File: src/rtl/chk_sync_fifo.sv
// Single-clock FIFO; pointers carry one extra bit to tell full from empty.
module chk_sync_fifo #(
    parameter int unsigned WIDTH = 16,
    parameter int unsigned DEPTH = 8
) (
    input  logic             clk,
    input  logic             reset_n,
    input  logic             i_clr,
    input  logic             i_push,
    input  logic [WIDTH-1:0] i_wdata,
    input  logic             i_pop,
    output logic [WIDTH-1:0] o_rdata,
    output logic             o_full,
    output logic             o_empty
);
    localparam int unsigned AW = $clog2(DEPTH);

    logic [AW:0]      r_wr_ptr;
    logic [AW:0]      r_rd_ptr;
    logic [WIDTH-1:0] r_mem [DEPTH];

    // Pointer update; clear wins over any push/pop in the same cycle.
    always_ff @(posedge clk or negedge reset_n) begin
        if (!reset_n) begin
            r_wr_ptr <= '0;
            r_rd_ptr <= '0;
        end else if (i_clr) begin
            r_wr_ptr <= '0;
            r_rd_ptr <= '0;
        end else begin
            if (i_push) r_wr_ptr <= r_wr_ptr + 1'b1;
            if (i_pop)  r_rd_ptr <= r_rd_ptr + 1'b1;
        end
    end

    // Storage write; contents need no reset since empty masks them.
    always_ff @(posedge clk) begin
        if (i_push) r_mem[r_wr_ptr[AW-1:0]] <= i_wdata;
    end

    assign o_rdata = r_mem[r_rd_ptr[AW-1:0]];
    assign o_empty = (r_wr_ptr == r_rd_ptr);
    assign o_full  = (r_wr_ptr[AW] != r_rd_ptr[AW]) &&
                     (r_wr_ptr[AW-1:0] == r_rd_ptr[AW-1:0]);

endmodule

File: config.mk
export PLATFORM = sky130hd
export DESIGN_NAME = chk_sync_fifo
export DESIGN_NICKNAME = d
export VERILOG_FILES = /design/src/rtl/chk_sync_fifo.sv
export SDC_FILE = /design/constraint.sdc
export NUM_CORES = 1
export LEC_CHECK = 0
export ABC_AREA = 1
export CAP_MARGIN = 20
export CORE_MARGIN = 2
export CORE_UTILIZATION = 40
export CTS_CLUSTER_SIZE = 16
export DETAILED_ROUTE_END_ITERATION = 16
export SLEW_MARGIN = 20
export SYNTH_ARGS = -nofsm -noshare
export SYNTH_HDL_FRONTEND = slang
export SYNTH_SLANG_ARGS = --single-unit
File: constraint.sdc
create_clock -name clk -period 5.6 [get_ports clk]
set_input_delay 0.84 -clock clk [delete_from_list [all_inputs] [get_ports clk]]
set_output_delay 0.84 -clock clk [all_outputs]
set_load 0.1 [all_outputs]
==> results of run 1 <==
## cell families after synthesis
group | Yosys count | synth area share, %
DFF | 136 | 66.4
AOI/OAI and AO/OA | 7 | 0.616
buffers and inverters | 159 | 11.4
and+or+nand+nor | 311 | 20.6
adders and majority gates | 2 | 0.411
xor gates and xnor gates | 4 | 0.575
## stage by stage
step / power, W / cell area (um^2) / util (%) / hold slack [ns] / cells
6_report: 0.00256 / 7180 / 47.7 / 0.564 / 865
5_1_grt: 0.00265 / 7180 / 47.7 / 0.600 / 865
4_1_cts: 0.00259 / 7180 / 47.7 / 0.567 / 865
3_5_place_dp: 0.00153 / 6610 / 44.0 / 0.554 / 833
3_3_place_gp: 0.00153 / 6610 / 44.0 / 0.554 / 833
2_1_floorplan: 0.00144 / 6090 / - / 0.524 / 619
## power breakdown
part | switching [W] | leakage [nW] | total, W | internal, W
Combinational | 0.000275 | 1.68 | 0.000365 | 0.0000897
Sequential | 0.00000763 | 1.27 | 0.00115 | 0.00114
Clock | 0.000391 | 0.280 | 0.00105 | 0.000663
Total | 0.000674 | 3.23 | 0.00256 | 0.00189
## worst max-delay path, stage by stage (launching register included)
cell	delay (ns)
dfrtp_1	0.36
buf_4	0.26
inv_1	0.73
buf_4	0.30
nand3_1	0.08
nand2_1	0.06
nand2_1	0.05
nand2_1	0.11
clkdlybuf4s50_1	1.13
## cell type report
type / count / area (um^2) / area share (%)
clock buffers: 30 / 556 / 7.74
clock inverters: 2 / 10.0 / 0.139
inverters: 135 / 509 / 7.09
multi-input cells: 324 / 1350 / 18.8
flip-flops and latches: 136 / 4050 / 56.4
well taps: 188 / 235 / 3.28
repair buffers: 50 / 470 / 6.55
## synthesized netlist by cell type
master / instances / area, um^2
inv_1: 133 / 499
nand3_1: 65 / 325
edfxtp_1: 128 / 3840
buf_4: 4 / 30.0
dfrtp_1: 8 / 200
inv_4: 1 / 6.26
ha_1: 2 / 25.0
xnor2_1: 4 / 35.0
inv_2: 1 / 3.75
nor2_1: 21 / 78.8
nand2_1: 223 / 837
a21oi_1: 3 / 15.0
a211oi_1: 1 / 7.51
nor3b_1: 1 / 7.51
o21ai_0: 3 / 15.0
buf_6: 9 / 101
or2_2: 1 / 6.26
buf_2: 11 / 55.1
## flip-flops by register name (all words and copies together), names as in the netlist
| register | cells |
|---|---|
| r_rd_ptr | 4 |
| r_wr_ptr | 4 |
| r_mem | 128 |
## layer usage
layer / part of all wire (%) / vias up / global-route usage [%]
met4: 1.5 / 0 / 8.21
li1: - / 2014 / -
met3: 6.6 / 14 / 4.31
met1: 45 / 1823 / 21.1
met2: 47 / 98 / 26.6
met5: 0 / - / 0
## how the worst min path moves through the flow
| stage | cells after the start | start | endpoint | slack [ns] |
|---|---|---|---|---|
| final | 3 | r_rd_ptr[3] | r_rd_ptr[3] | 0.56 |
| after global routing | 3 | r_rd_ptr[3] | r_rd_ptr[3] | 0.60 |
| after CTS | 3 | r_rd_ptr[3] | r_rd_ptr[3] | 0.57 |
| after detailed placement | 3 | r_rd_ptr[3] | r_rd_ptr[3] | 0.55 |
| after global placement | 3 | r_rd_ptr[3] | r_rd_ptr[3] | 0.55 |
| after floorplan | 3 | r_rd_ptr[3] | r_rd_ptr[3] | 0.52 |
==> qor.txt, run 1 <==
Cts hold-fix bufs -> 0
Critical Path End -> o_rdata[7]
H-tree Lvls -> 4
Filler cell count -> 1,358
Seq/Total Area, Yosys -> 66.4%
Clk root buf -> clkbuf_16
Power Dens Cells -> 357 nW/um^2
Post-Place Setup Slack -> 1.63 ns
TritonRoute pass-1 iters -> 4
Antenna diodes -> 0
Avg WL per Cell -> 14.5 um
Grt ovf -> 0
Hold WC Path Type -> reg2reg
Critical Path AT -> 3.53 ns
Max Clk Rate -> 229 MHz
Largest net degree at the start of global routing -> 69
Fin crit share -> 78.0%
Rel. slew slack -> 34.8%
Nets -> 687
RR Endpoint -> r_mem[5][0]
Leakage power -> 3.23 nW
Initial antenna violation count -> 0
Max Clock Skew -> 0.00714 ns
Num rows -> 45
Core Region -> 15,000 um^2
Starting density of the core -> 40.5%
Crit-path max FO -> 36
Worst Setup SP -> r_rd_ptr[1]
Vias in the first global route -> 3,945
Clk Latency, worst-skew pair -> 0.42 ns
PortBufs -> 38
Final WL -> 12.6 mm
Die X-Extent -> 127 um
Drt first-iter violations -> 244
First-pass GRT wire length -> 20.2 mm
Final HPWL DP -> 6.94 mm
Fin. Hold Viols -> 0
FF-to-FF path depth -> 3
Final WS setup -> 1.23 ns
Critical path launch point type -> flop
TritonCTS buffer count -> 17
Syn-to-layout area delta -> 17.8%
Routed Antenna Nets -> 0
Slew Limit Fails -> 0
Die Y-Extent -> 127 um
Setup TNS -> 0 ns
Fraction of layout cells with a size suffix above 1 -> 6.20%
Post-synth net total -> 642
Clk buf depth -> 2
Synthesized flop and latch total -> 136
Number of vias per cell -> 4.57
Syn_area_per_cell -> 9.84 um^2
Post-synthesis cell count -> 619
Data required, critical path -> 4.76 ns
CTS tree -> yes
Postcts setup bufs -> 0
Final setup fails -> 0
CP Class -> reg2out
Tightest Pin Transition -> 0.975 ns
Reg clk slew, reported paths -> 0.06 ns
Reg-to-reg startpoint -> r_wr_ptr[0]
Crit end category -> output port
Mapped Area -> 6090 um^2
Worst vdd ir -> 0.222 mV
Sink Count -> 136
RSZ-0062 raised after global routing -> no
DRC -> 0
Most frequent cells in the layout -> nand2_1 (223), inv_1 (133), edfxtp_1 (128)
Most common cell after layout, fill and taps aside -> nand2_1
Via count -> 3,949
Post-layout min period -> 4.37 ns
Overall routing resource usage -> 16.6%
GPL Wtd Cong -> 0.728
Run status -> finished clean
Max Cap Violations -> 0
I/O Pins -> 39
Die Footprint -> 16,200 um^2
Synth cell types -> 18
R2R Setup Slk -> 3.55 ns
Synthesis Warnings -> 0
Post_cts resized -> 0
No activity file was read; power rests on OpenSTA's default activity.
==> run 2, diff against run 1 <==
Clock period 5.6 ns to 4 ns, I/O delays scaled along.
==> run 2 against run 1 <==
Effect of this change: total power up 39%; setup slack better by 0.064 ns; critical path depth down 3; cell count down 0.12%; die area unchanged; non-clock buffer count unchanged; first-iteration DRC count up 22%; clock skew down 0.0017 ns; largest power group unchanged; sequential cell count unchanged; wire length up 0.16%; combinational power up 38%.
==> qor.txt, run 2 (synthesized netlist as in run 1, its figures left out) <==
Run status -> finished clean
Core Region -> 15,000 um^2
Routed Antenna Nets -> 0
TritonCTS buffer count -> 17
Die X-Extent -> 127 um
Syn-to-layout area delta -> 16.7%
Crit end category -> output port
Worst vdd ir -> 0.301 mV
Critical path launch point type -> flop
Clk root buf -> clkbuf_16
Max Cap Violations -> 0
Slew Limit Fails -> 0
Clk Latency, worst-skew pair -> 0.42 ns
Final WL -> 12.6 mm
Starting density of the core -> 40.5%
Switching Fraction -> 26.7%
Fin util -> 47.3%
CP Class -> reg2out
Post-layout min period -> 2.71 ns
Cts hold-fix bufs -> 0
Clock share of power -> 40.9%
Hold WC Path Type -> in2async
Reg clk slew, reported paths -> 0.06 ns
I/O Pins -> 39
Fin crit share -> 67.7%
CTS tree -> yes
Tightest Pin Transition -> 0.757 ns
Max reg flops -> 128
Max Clock Skew -> 0.00539 ns
Drt first-iter violations -> 297
TritonRoute pass-1 iters -> 4
Crit-path max FO -> 68
H-tree Lvls -> 4
Data required, critical path -> 3.40 ns
Final setup fails -> 0
Non-Filler Instances -> 864
Reg power frac -> 45.0%
First-pass GRT wire length -> 19.9 mm
Leakage power -> 3.24 nW
Postcts setup bufs -> 0
Sink Count -> 136
Fraction of layout cells with a size suffix above 1 -> 8.88%
Number of vias per cell -> 4.60
Placed cells -> 833
Largest net degree at the start of global routing -> 69
Rel. slew slack -> 49.5%
Power Dens Cells -> 501 nW/um^2
Most frequent cells in the layout -> nand2_1 (223), inv_1 (133), edfxtp_1 (128)
Final HPWL DP -> 6.98 mm
PortBufs -> 38
Avg WL per Cell -> 14.6 um
Die Y-Extent -> 127 um
Cell-internal power -> 0.00261 W
Via count -> 3,972
Grt ovf -> 0
Setup TNS -> 0 ns
Combinational Power Share -> 14.1%
Antenna diodes -> 0
Switch Pwr -> 0.000952 W
RSZ-0062 raised after global routing -> no
Nets -> 687
Post_cts resized -> 0
Fin. Hold Viols -> 0
Vias in the first global route -> 3,889
R2R Setup Slk -> 2.35 ns
Max Clk Rate -> 369 MHz
Overall routing resource usage -> 16.5%
DRC -> 0
GPL Wtd Cong -> 0.742
Die Footprint -> 16,200 um^2
Initial antenna violation count -> 0
Num rows -> 45
Clk buf depth -> 2
Critical Path AT -> 2.11 ns
Most common cell after layout, fill and taps aside -> nand2_1
## run 2: worst paths after layout
check | endpoint | start | cells past startpoint
min reg2reg | r_rd_ptr[3] | r_rd_ptr[3] | 2
max | o_full | r_rd_ptr[0] | 5
max reg2reg | r_rd_ptr[1] | r_rd_ptr[0] | 4
min in group clk | r_rd_ptr[3] | r_rd_ptr[3] | 2
min | r_rd_ptr[1] | reset_n | 1
max in group asynchronous | r_rd_ptr[0] | reset_n | 1
## run 2: metal layers
| metal | vias up | routed length, um | GRT usage, % |
|---|---|---|---|
| met2 | 104 | 6170 | 27.1 |
| li1 | 2011 | - | - |
| met5 | - | 0 | 0 |
| met1 | 1848 | 5660 | 21.1 |
| met4 | 0 | 99 | 6.40 |
| met3 | 9 | 660 | 4.23 |
## run 2: per-stage QoR
step	power (W)	setup WS [ns]	hold WS [ns]	cell area, um^2
final	0.00356	1.29	0.486	7110
after global routing	0.00370	1.12	0.501	7110
after CTS	0.00359	1.24	0.485	7110
after detailed placement	0.00214	1.69	0.558	6570
after global placement	0.00213	1.71	0.556	6570
after floorplan	0.00202	1.24	0.304	6090
## run 2: area by class of cell
class,count,area [um^2]
fill,1375,7920
sequential,136,4050
multi-input combinational,324,1350
inverter,135,509
clock buffer,20,437
timing repair buffer,50,425
tap,188,235
clock inverter,11,108
## run 2: power by group through the flow
stage / sequential (W) / combinational (W) / clock, W
global placement: 0.00163 / 0.000499 / 0
CTS: 0.00160 / 0.000506 / 0.00148
finish: 0.00160 / 0.000502 / 0.00146
floorplan: 0.00163 / 0.000384 / 0
global route: 0.00161 / 0.000541 / 0.00155
detailed placement: 0.00163 / 0.000505 / 0
## run 2: worst max-delay path, cell delays in order (launching register included)
cell	delay (ns)
dfrtp_2	0.38
buf_4	0.61
xnor2_1	0.21
nand3_1	0.10
nor2_1	0.10
buf_4	0.30
